$ cat src/rtl/tiny45_mem_arbiter.sv
// tiny45_mem_arbiter
// Shares the single nibble-serial memory port between the instruction fetcher
// and the load/store path. One transaction at a time: a combinational grant in
// IDLE latches address, direction and length, then START pulses mem_start,
// XFER moves nibbles to/from the owner, and STOP pulses mem_stop after an
// aborted fetch. Data has priority, bounded by DATA_BURST_MAX consecutive data
// grants while a fetch is waiting.
//
// Ports:
//   clk, rst                      clock, synchronous active-high reset
//   instr_req/addr/abort          fetch request, address, branch-taken abort
//   instr_gnt/data/valid/done     fetch grant pulse and nibble return
//   data_req/write/size/addr      load/store request
//   data_wdata                    store nibble, advanced on data_valid
//   data_gnt/rdata/valid/done     load/store grant pulse and nibble handshake
//   mem_start/stop                transaction begin / early-terminate pulses
//   mem_addr/write/nibbles        latched transaction attributes
//   mem_wdata, mem_rdata          nibble data to/from memory
//   mem_ready                     memory moves one nibble this cycle
module tiny45_mem_arbiter #(
    parameter int unsigned DATA_BURST_MAX = 2,
    parameter int unsigned ADDR_BITS      = 28
) (
    input  logic                 clk,
    input  logic                 rst,
    input  logic                 instr_req,
    input  logic [ADDR_BITS-1:0] instr_addr,
    input  logic                 instr_abort,
    output logic                 instr_gnt,
    output logic [3:0]           instr_data,
    output logic                 instr_valid,
    output logic                 instr_done,
    input  logic                 data_req,
    input  logic                 data_write,
    input  logic [1:0]           data_size,
    input  logic [ADDR_BITS-1:0] data_addr,
    input  logic [3:0]           data_wdata,
    output logic                 data_gnt,
    output logic [3:0]           data_rdata,
    output logic                 data_valid,
    output logic                 data_done,
    output logic                 mem_start,
    output logic                 mem_stop,
    output logic [ADDR_BITS-1:0] mem_addr,
    output logic                 mem_write,
    output logic [3:0]           mem_nibbles,
    output logic [3:0]           mem_wdata,
    input  logic [3:0]           mem_rdata,
    input  logic                 mem_ready
);

    localparam logic [2:0] BurstMax = 3'(DATA_BURST_MAX);

    typedef enum logic [1:0] {StIdle, StStart, StXfer, StStop} state_t;

    state_t                 state_q, state_d;
    logic [2:0]             count_q, count_d;
    logic [2:0]             burst_q, burst_d;
    logic                   owner_data_q, owner_data_d;
    logic [ADDR_BITS-1:0]   addr_q, addr_d;
    logic                   write_q, write_d;
    logic [3:0]             nib_q, nib_d;
    logic                   quiet_q;
    logic                   quiet;
    logic                   last;
    logic                   fetch_abort;
    logic [3:0]             data_nib;

    // Outputs stay silent during reset and the cycle right after it.
    assign quiet       = rst | quiet_q;
    assign last        = ({1'b0, count_q} == (nib_q - 4'd1));
    assign fetch_abort = !owner_data_q && instr_abort;

    assign mem_addr    = addr_q;
    assign mem_write   = write_q;
    assign mem_nibbles = nib_q;
    assign mem_wdata   = data_wdata;

    always_comb begin
        case (data_size)
            2'b00:   data_nib = 4'd2;
            2'b01:   data_nib = 4'd4;
            default: data_nib = 4'd8;
        endcase
    end

    always_comb begin
        state_d      = state_q;
        count_d      = count_q;
        burst_d      = burst_q;
        owner_data_d = owner_data_q;
        addr_d       = addr_q;
        write_d      = write_q;
        nib_d        = nib_q;
        instr_gnt    = 1'b0;
        instr_data   = 4'd0;
        instr_valid  = 1'b0;
        instr_done   = 1'b0;
        data_gnt     = 1'b0;
        data_rdata   = 4'd0;
        data_valid   = 1'b0;
        data_done    = 1'b0;
        mem_start    = 1'b0;
        mem_stop     = 1'b0;

        if (!quiet) begin
            case (state_q)
                StIdle: begin
                    if (data_req && (!instr_req || (burst_q < BurstMax))) begin
                        data_gnt     = 1'b1;
                        owner_data_d = 1'b1;
                        addr_d       = data_addr;
                        write_d      = data_write;
                        nib_d        = data_nib;
                        state_d      = StStart;
                    end else if (instr_req && !instr_abort) begin
                        instr_gnt    = 1'b1;
                        owner_data_d = 1'b0;
                        addr_d       = instr_addr;
                        write_d      = 1'b0;
                        nib_d        = 4'd8;
                        state_d      = StStart;
                    end
                    // Burst only counts data grants made while a fetch waits.
                    if (!instr_req) begin
                        burst_d = 3'd0;
                    end else if (data_gnt) begin
                        burst_d = burst_q + 3'd1;
                    end else if (instr_gnt) begin
                        burst_d = 3'd0;
                    end
                end
                StStart: begin
                    mem_start = 1'b1;
                    state_d   = fetch_abort ? StStop : StXfer;
                end
                StXfer: begin
                    if (fetch_abort) begin
                        // The nibble in the abort cycle is never reported.
                        count_d = 3'd0;
                        state_d = StStop;
                    end else if (mem_ready) begin
                        if (owner_data_q) begin
                            data_valid = 1'b1;
                            data_rdata = mem_rdata;
                            data_done  = last;
                        end else begin
                            instr_valid = 1'b1;
                            instr_data  = mem_rdata;
                            instr_done  = last;
                        end
                        if (last) begin
                            count_d = 3'd0;
                            state_d = StIdle;
                        end else begin
                            count_d = count_q + 3'd1;
                        end
                    end
                end
                StStop: begin
                    mem_stop = 1'b1;
                    count_d  = 3'd0;
                    state_d  = StIdle;
                end
                default: state_d = StIdle;
            endcase
        end
    end

    always_ff @(posedge clk) begin
        if (rst) begin
            state_q      <= StIdle;
            count_q      <= 3'd0;
            burst_q      <= 3'd0;
            owner_data_q <= 1'b0;
            addr_q       <= '0;
            write_q      <= 1'b0;
            nib_q        <= 4'd0;
            quiet_q      <= 1'b1;
        end else begin
            state_q      <= state_d;
            count_q      <= count_d;
            burst_q      <= burst_d;
            owner_data_q <= owner_data_d;
            addr_q       <= addr_d;
            write_q      <= write_d;
            nib_q        <= nib_d;
            quiet_q      <= 1'b0;
        end
    end

endmodule

$ cat config.mk
export PLATFORM = sky130hd
export DESIGN_NAME = tiny45_mem_arbiter
export DESIGN_NICKNAME = d
export VERILOG_FILES = /design/src/rtl/tiny45_mem_arbiter.sv
export SDC_FILE = /design/constraint.sdc
export NUM_CORES = 1
export LEC_CHECK = 0
export ABC_AREA = 1
export BUFFER_PORTS_ARGS = -buffer_cell sky130_fd_sc_hd__buf_2
export CAP_MARGIN = 10
export CORE_AREA = 2 2 93 95
export CTS_CLUSTER_SIZE = 16
export DETAILED_ROUTE_END_ITERATION = 8
export DIE_AREA = 0 0 95 97
export SLEW_MARGIN = 20
export SYNTH_ARGS = -nofsm -noshare
export SYNTH_HDL_FRONTEND = slang
export SYNTH_SLANG_ARGS = --single-unit
export TNS_END_PERCENT = 50
$ cat constraint.sdc
create_clock -name clk -period 4.25 [get_ports clk]
set_clock_uncertainty 0.1 [all_clocks]
set_input_delay 0.2125 -clock clk [delete_from_list [all_inputs] [get_ports clk]]
set_output_delay 0.2125 -clock clk [all_outputs]
set_load 0.005 [all_outputs]
==> results of run 1 <==
==> worst paths after layout <==
path | from | end | slack, ps | cells past startpoint
max | burst_q[1] | instr_gnt | 2180 | 5
min | data_write | mem_write | 70 | 3
max reg2reg | burst_q[1] | burst_q[0] | 2420 | 7
min reg2reg | mem_write | mem_write | 360 | 2
==> layout make-up <==
type                    count  area share [%]
multi-input cells         273            41.1
flip-flops and latches     42            27.6
repair buffers            116            19.0
inverters                  34            4.39
well taps                 105            4.31
clock buffers               5            2.26
clock inverters             3            1.31
==> registers in the layout, summed over array words and instances, names as in the netlist <==
name / count
mem_addr: 28
burst_q: 3
count_q: 3
owner_data_q: 1
mem_nibbles: 3
mem_write: 1
quiet_q: 1
state_q: 2
==> metrics by stage <==
stage | util [%] | std cells | power, mW | hold WS, ps
after floorplan | - | 369 | 0.543 | 140
after global placement | 36.2 | 570 | 0.593 | 325
after detailed placement | 36.2 | 570 | 0.596 | 325
after CTS | 37.5 | 578 | 0.908 | 63.4
after global routing | 37.5 | 578 | 0.945 | 65.6
final | 37.5 | 578 | 0.893 | 72.0
==> Yosys cell counts, drive strengths merged <==
| library cell | number | area (µm²) |
|---|---|---|
| nor3 | 2 | 20.0 |
| a211oi | 1 | 7.51 |
| a21oi | 37 | 223 |
| inv | 33 | 129 |
| nor2 | 32 | 146 |
| dfxtp | 42 | 841 |
| buf | 17 | 148 |
| clkbuf | 3 | 11.3 |
| conb | 1 | 3.75 |
| clkinv | 1 | 5.00 |
| nand2 | 183 | 739 |
| nand4 | 3 | 18.8 |
| ha | 3 | 37.5 |
| o21ai | 7 | 38.8 |
| nand3 | 4 | 20.0 |
==> where the power goes <==
| group | internal, mW | switching [mW] |
|---|---|---|
| registers | 0.410 | 0.0107 |
| clock network | 0.173 | 0.137 |
| logic | 0.0655 | 0.0974 |
==> layer usage <==
| metal | wire length, µm | share of wire, % | GRT usage [%] | vias up |
|---|---|---|---|---|
| li1 | - | - | - | 1324 |
| met1 | 2640 | 44 | 15.5 | 1043 |
| met2 | 2860 | 48 | 22.1 | 74 |
| met3 | 419 | 7.0 | 3.74 | 2 |
| met4 | 34 | 0.57 | 3.57 | 0 |
| met5 | 0 | 0 | 0 | - |
==> logic make-up after synthesis <==
kind of cell | Yosys count
AND/OR/NAND/NOR | 224
buffers and inverters | 54
AO/OA/AOI/OAI | 45
flip-flops | 42
adder cells (fa/ha/maj) | 3
other | 1
==> worst register-to-register path: stages, from the launching register on <==
cell and delay (ps):
dfxtp_1 340, o21ai_2 180, nand2_4 230, inv_2 450, nand2_1 170, nor2_1 120, nand2_1 60, a21oi_1 110
==> impl_metrics.env, run 1 <==
export IMPL_numCtsBuffers=5
export IMPL_wirelength_um=5960
export IMPL_syn_cell_area_mm2=0.00239
export IMPL_tightest_slew_ps=847
export IMPL_cp_data_required_time_ps=3940
export IMPL_fin_ws_ps=2180
export IMPL_grt_setup_unrepaired="false"
export IMPL_hold_viol_final=0
export IMPL_critPathTopFamily="buffers and inverters"
export IMPL_grt_pass1_vias=2119
export IMPL_design_core_area_mm2=0.00813
export IMPL_die_area_mm2=0.00922
export IMPL_initial_core_util_pct=29.4
export IMPL_ys_seq_elements=42
export IMPL_io_pins=126
export IMPL_clkSinkCount=42
export IMPL_setup_viol_count_final=0
export IMPL_crit_chain="o21ai_2 -> nand2_4 -> inv_2 -> nor2_1 -> buf_2"
export IMPL_dp_slack_ps=2170
export IMPL_clk_latency_ps=290
export IMPL_max_freq_mhz=483
export IMPL_cpPeakStageDelay_ps=450
export IMPL_vdd_ir_drop_max_v=0.000114
export IMPL_relSlewSlack_pct=43.5
export IMPL_root_buffer="clkbuf_8"
export IMPL_rows=33
export IMPL_netlist_instances=369
export IMPL_die_x_um=95
export IMPL_drc=0
export IMPL_ys_types=28
export IMPL_seqCellArea_um2=841
export IMPL_synth_compound_area_share_pct=11.3
export IMPL_fin_crit_sh_pct=48.8
export IMPL_syn_num_nets=445
export IMPL_worstSetupStartpointType="register"
export IMPL_clockBufferDepth=2
export IMPL_cp_buffers_inverters=2
export IMPL_antenna_found_initial=0
export IMPL_status="finished, final reports clean"
export IMPL_layout_cells_most_common_list="nand2_1 (168), buf_2 (116), dfxtp_1 (42), inv_1 (30), nor2_1 (29)"
export IMPL_gp_congestion=0.761
export IMPL_grt_first_pass_wirelength_um=9560
export IMPL_crit_path_end_kind="output port"
export IMPL_synth_area_per_cell_um2=6.47
export IMPL_power_density_mw_per_mm2=293
export IMPL_cts_hold_fix_buffers=0
export IMPL_grt_overflow_total=0
export IMPL_track_usage_pct=12.9
export IMPL_diodes=0
export IMPL_cts_setup_buffers=0
export IMPL_worstPathArrival_ps=1760
export IMPL_area_delta_synth_final_pct=27.7
export IMPL_fill_cells=908
export IMPL_first_iter_violations=79
export IMPL_hp_class="input port to register"
export IMPL_wl_per_cell_um=10.3
export IMPL_final_cell_area_mm2=0.00305
export IMPL_clk_pin_slew_ps=80
export IMPL_p_leak_nw=1.61
export IMPL_synth_top_family_by_area="simple AND/OR/NAND/NOR gates"
export IMPL_multiInputGateArea_mm2=0.00125
export IMPL_cts_resized=0
export IMPL_synth_mux_area_share_pct=0
export IMPL_io_buffer_count=116
export IMPL_maxSlewViolCount=0
export IMPL_max_cap_violations=0
export IMPL_cp_max_fo=33
export IMPL_cp_slowest_cell="inv_2"
export IMPL_ant_nets=0
export IMPL_grt_max_degree=39
export IMPL_nNetsFinal=548
export IMPL_layout_drive_gt1_share_pct=33.6
export IMPL_vias=2443
export IMPL_die_h_um=97
export IMPL_cts_htree_levels=2
export IMPL_yosys_area_share_simple_pct=39.5
export IMPL_yosysSeqAreaShare_pct=35.2
export IMPL_dr_pass1_iters=4
export IMPL_period_minus_slack_ps=2070
export IMPL_placed_area_mm2=0.00294
export IMPL_viasPerCell=4.23
export IMPL_synth_xor_area_share_pct=0
export IMPL_layout_commonest_cell="nand2_1"
export IMPL_dpl_hpwl_um=4550
export IMPL_worstSetupPathType="register to output port"
export IMPL_synth_warnings=0
export IMPL_setup_tns_ps=0
export IMPL_cts_tree="yes"
export IMPL_synthAdderAreaFrac_pct=1.57
Note: power is estimated with default switching activity, not from simulation.
==> run 2, diff against run 1 <==
Clock period 4.25 ns to 2.1 ns, I/O delays scaled along.
==> impl_metrics.env, run 2 (synthesis gave the netlist of run 1 again) <==
export IMPL_status="finished, final reports clean"
export IMPL_dpl_hpwl_um=4700
export IMPL_cp_max_fo=11
export IMPL_clockBufferDepth=2
export IMPL_nNetsFinal=556
export IMPL_root_buffer="clkbuf_8"
export IMPL_clkSinkCount=42
export IMPL_design_core_area_mm2=0.00813
export IMPL_worstSetupPathType="register to register"
export IMPL_largest_reg_flops=28
export IMPL_grt_max_degree=38
export IMPL_crit_start="burst_q[1]"
export IMPL_rows=33
export IMPL_grt_pass1_vias=2329
export IMPL_clk_pin_slew_ps=80
export IMPL_die_h_um=97
export IMPL_diodes=0
export IMPL_power_density_mw_per_mm2=541
export IMPL_r2r_slack_ps=150
export IMPL_setup_tns_ps=0
export IMPL_initial_core_util_pct=29.4
export IMPL_numCtsBuffers=5
export IMPL_fill_cells=916
export IMPL_io_buffer_count=116
export IMPL_grt_overflow_total=0
export IMPL_track_usage_pct=13.5
export IMPL_grt_first_pass_wirelength_um=10100
export IMPL_vias=2493
export IMPL_worstPathArrival_ps=2070
export IMPL_hold_viol_final=0
export IMPL_drc=0
export IMPL_viasPerCell=4.26
export IMPL_dp_cells=574
export IMPL_antenna_found_initial=0
export IMPL_wirelength_um=6110
export IMPL_fin_crit_sh_pct=92.7
export IMPL_period_minus_slack_ps=1950
export IMPL_cts_htree_levels=2
export IMPL_io_pins=126
export IMPL_layout_cells_most_common_list="nand2_1 (168), buf_2 (116), dfxtp_1 (42), inv_1 (30), nor2_1 (29)"
export IMPL_worstSetupStartpointType="register"
export IMPL_die_area_mm2=0.00922
export IMPL_hp_class="input port to register"
export IMPL_max_cap_violations=0
export IMPL_layout_drive_gt1_share_pct=33.8
export IMPL_grt_setup_unrepaired="false"
export IMPL_maxSlewViolCount=0
export IMPL_final_cells=585
export IMPL_setup_viol_count_final=0
export IMPL_cts_tree="yes"
export IMPL_rr_worst_depth=8
export IMPL_die_x_um=95
export IMPL_p_leak_nw=1.64
export IMPL_cp_data_required_time_ps=2220
export IMPL_vdd_ir_drop_max_v=0.000236
export IMPL_ant_nets=0
export IMPL_clk_latency_ps=290
export IMPL_cp_endpoint="mem_nibbles[2]"
export IMPL_rr_startpoint="burst_q[1]"
export IMPL_layout_commonest_cell="nand2_1"
export IMPL_cts_resized=0
export IMPL_first_iter_violations=86
export IMPL_wl_per_cell_um=10.4
export IMPL_dr_pass1_iters=4
export IMPL_crit_path_end_kind="register"
export IMPL_area_delta_synth_final_pct=29.9
export IMPL_max_freq_mhz=513
export IMPL_gp_congestion=0.838
export IMPL_r2r_end="mem_nibbles[2]"
run 2: cell count changes in the layout (fill, tap and decap cells not counted), sizes merged:
cell	change
dlygate4sd3	+4
buf	+4
bufinv	-1
run 2: worst min path at each step:
stage	endpoint	from	slack [ps]	cells past startpoint
after floorplan	quiet_q	rst	30	0
after global placement	mem_wdata[1]	data_wdata[1]	110	0
after detailed placement	mem_wdata[1]	data_wdata[1]	110	0
after CTS	mem_addr[16]	data_addr[16]	50	5
after global routing	mem_addr[2]	data_addr[2]	60	5
final	mem_addr[10]	data_addr[10]	60	5
run 2: metal layers:
metal | track usage, % | part of all wire, %
met5 | 0 | 0
met4 | 4.01 | 0.62
met3 | 3.19 | 5.8
met2 | 23.6 | 49
met1 | 16.1 | 45
run 2: timing repair:
action                                  4_1_cts  5_1_grt
hold buffers                                  4        0
buffers inserted                              0        0
endpoints found under the setup margin        0        0
hold endpoints to repair                      3        0
run 2: worst max-delay path, cell delays in order, from the launching register on:
cell,delay [ps]
dfxtp_1,340
o21ai_2,180
nand2_4,140
nor2_4,150
inv_2,50
nor2_1,160
nand2_1,80
dlygate4sd3_1,570
a21oi_1,120
run 2: cell type report:
class | instances | area [µm²] | area share, %
Clock buffer | 5 | 68.8 | 2.22
Clock inverter | 2 | 10.0 | 0.323
Inverter | 34 | 134 | 4.31
Multi-Input combinational cell | 273 | 1250 | 40.4
Sequential cell | 42 | 841 | 27.1
Tap cell | 105 | 131 | 4.23
Timing Repair Buffer | 124 | 663 | 21.4
run 2: where the power goes:
part / internal [mW] / leakage [nW] / switching (mW)
combinational: 0.146 / 1.25 / 0.199
sequential: 0.829 / 0.341 / 0.0226
clock: 0.223 / 0.0438 / 0.260
total: 1.20 / 1.64 / 0.482
run 2: stage by stage:
step / utilization (%) / power (mW) / worst slack, ps / hold slack [ps] / instance area [µm²]
after floorplan: - / 1.10 / 579 / 32.7 / 2390
after global placement: 36.7 / 1.21 / 516 / 110 / 2980
after detailed placement: 36.7 / 1.22 / 448 / 110 / 2980
after CTS: 38.1 / 1.71 / 178 / 45.6 / 3100
after global routing: 38.1 / 1.80 / 4.24 / 61.5 / 3100
final: 38.1 / 1.68 / 152 / 58.3 / 3100
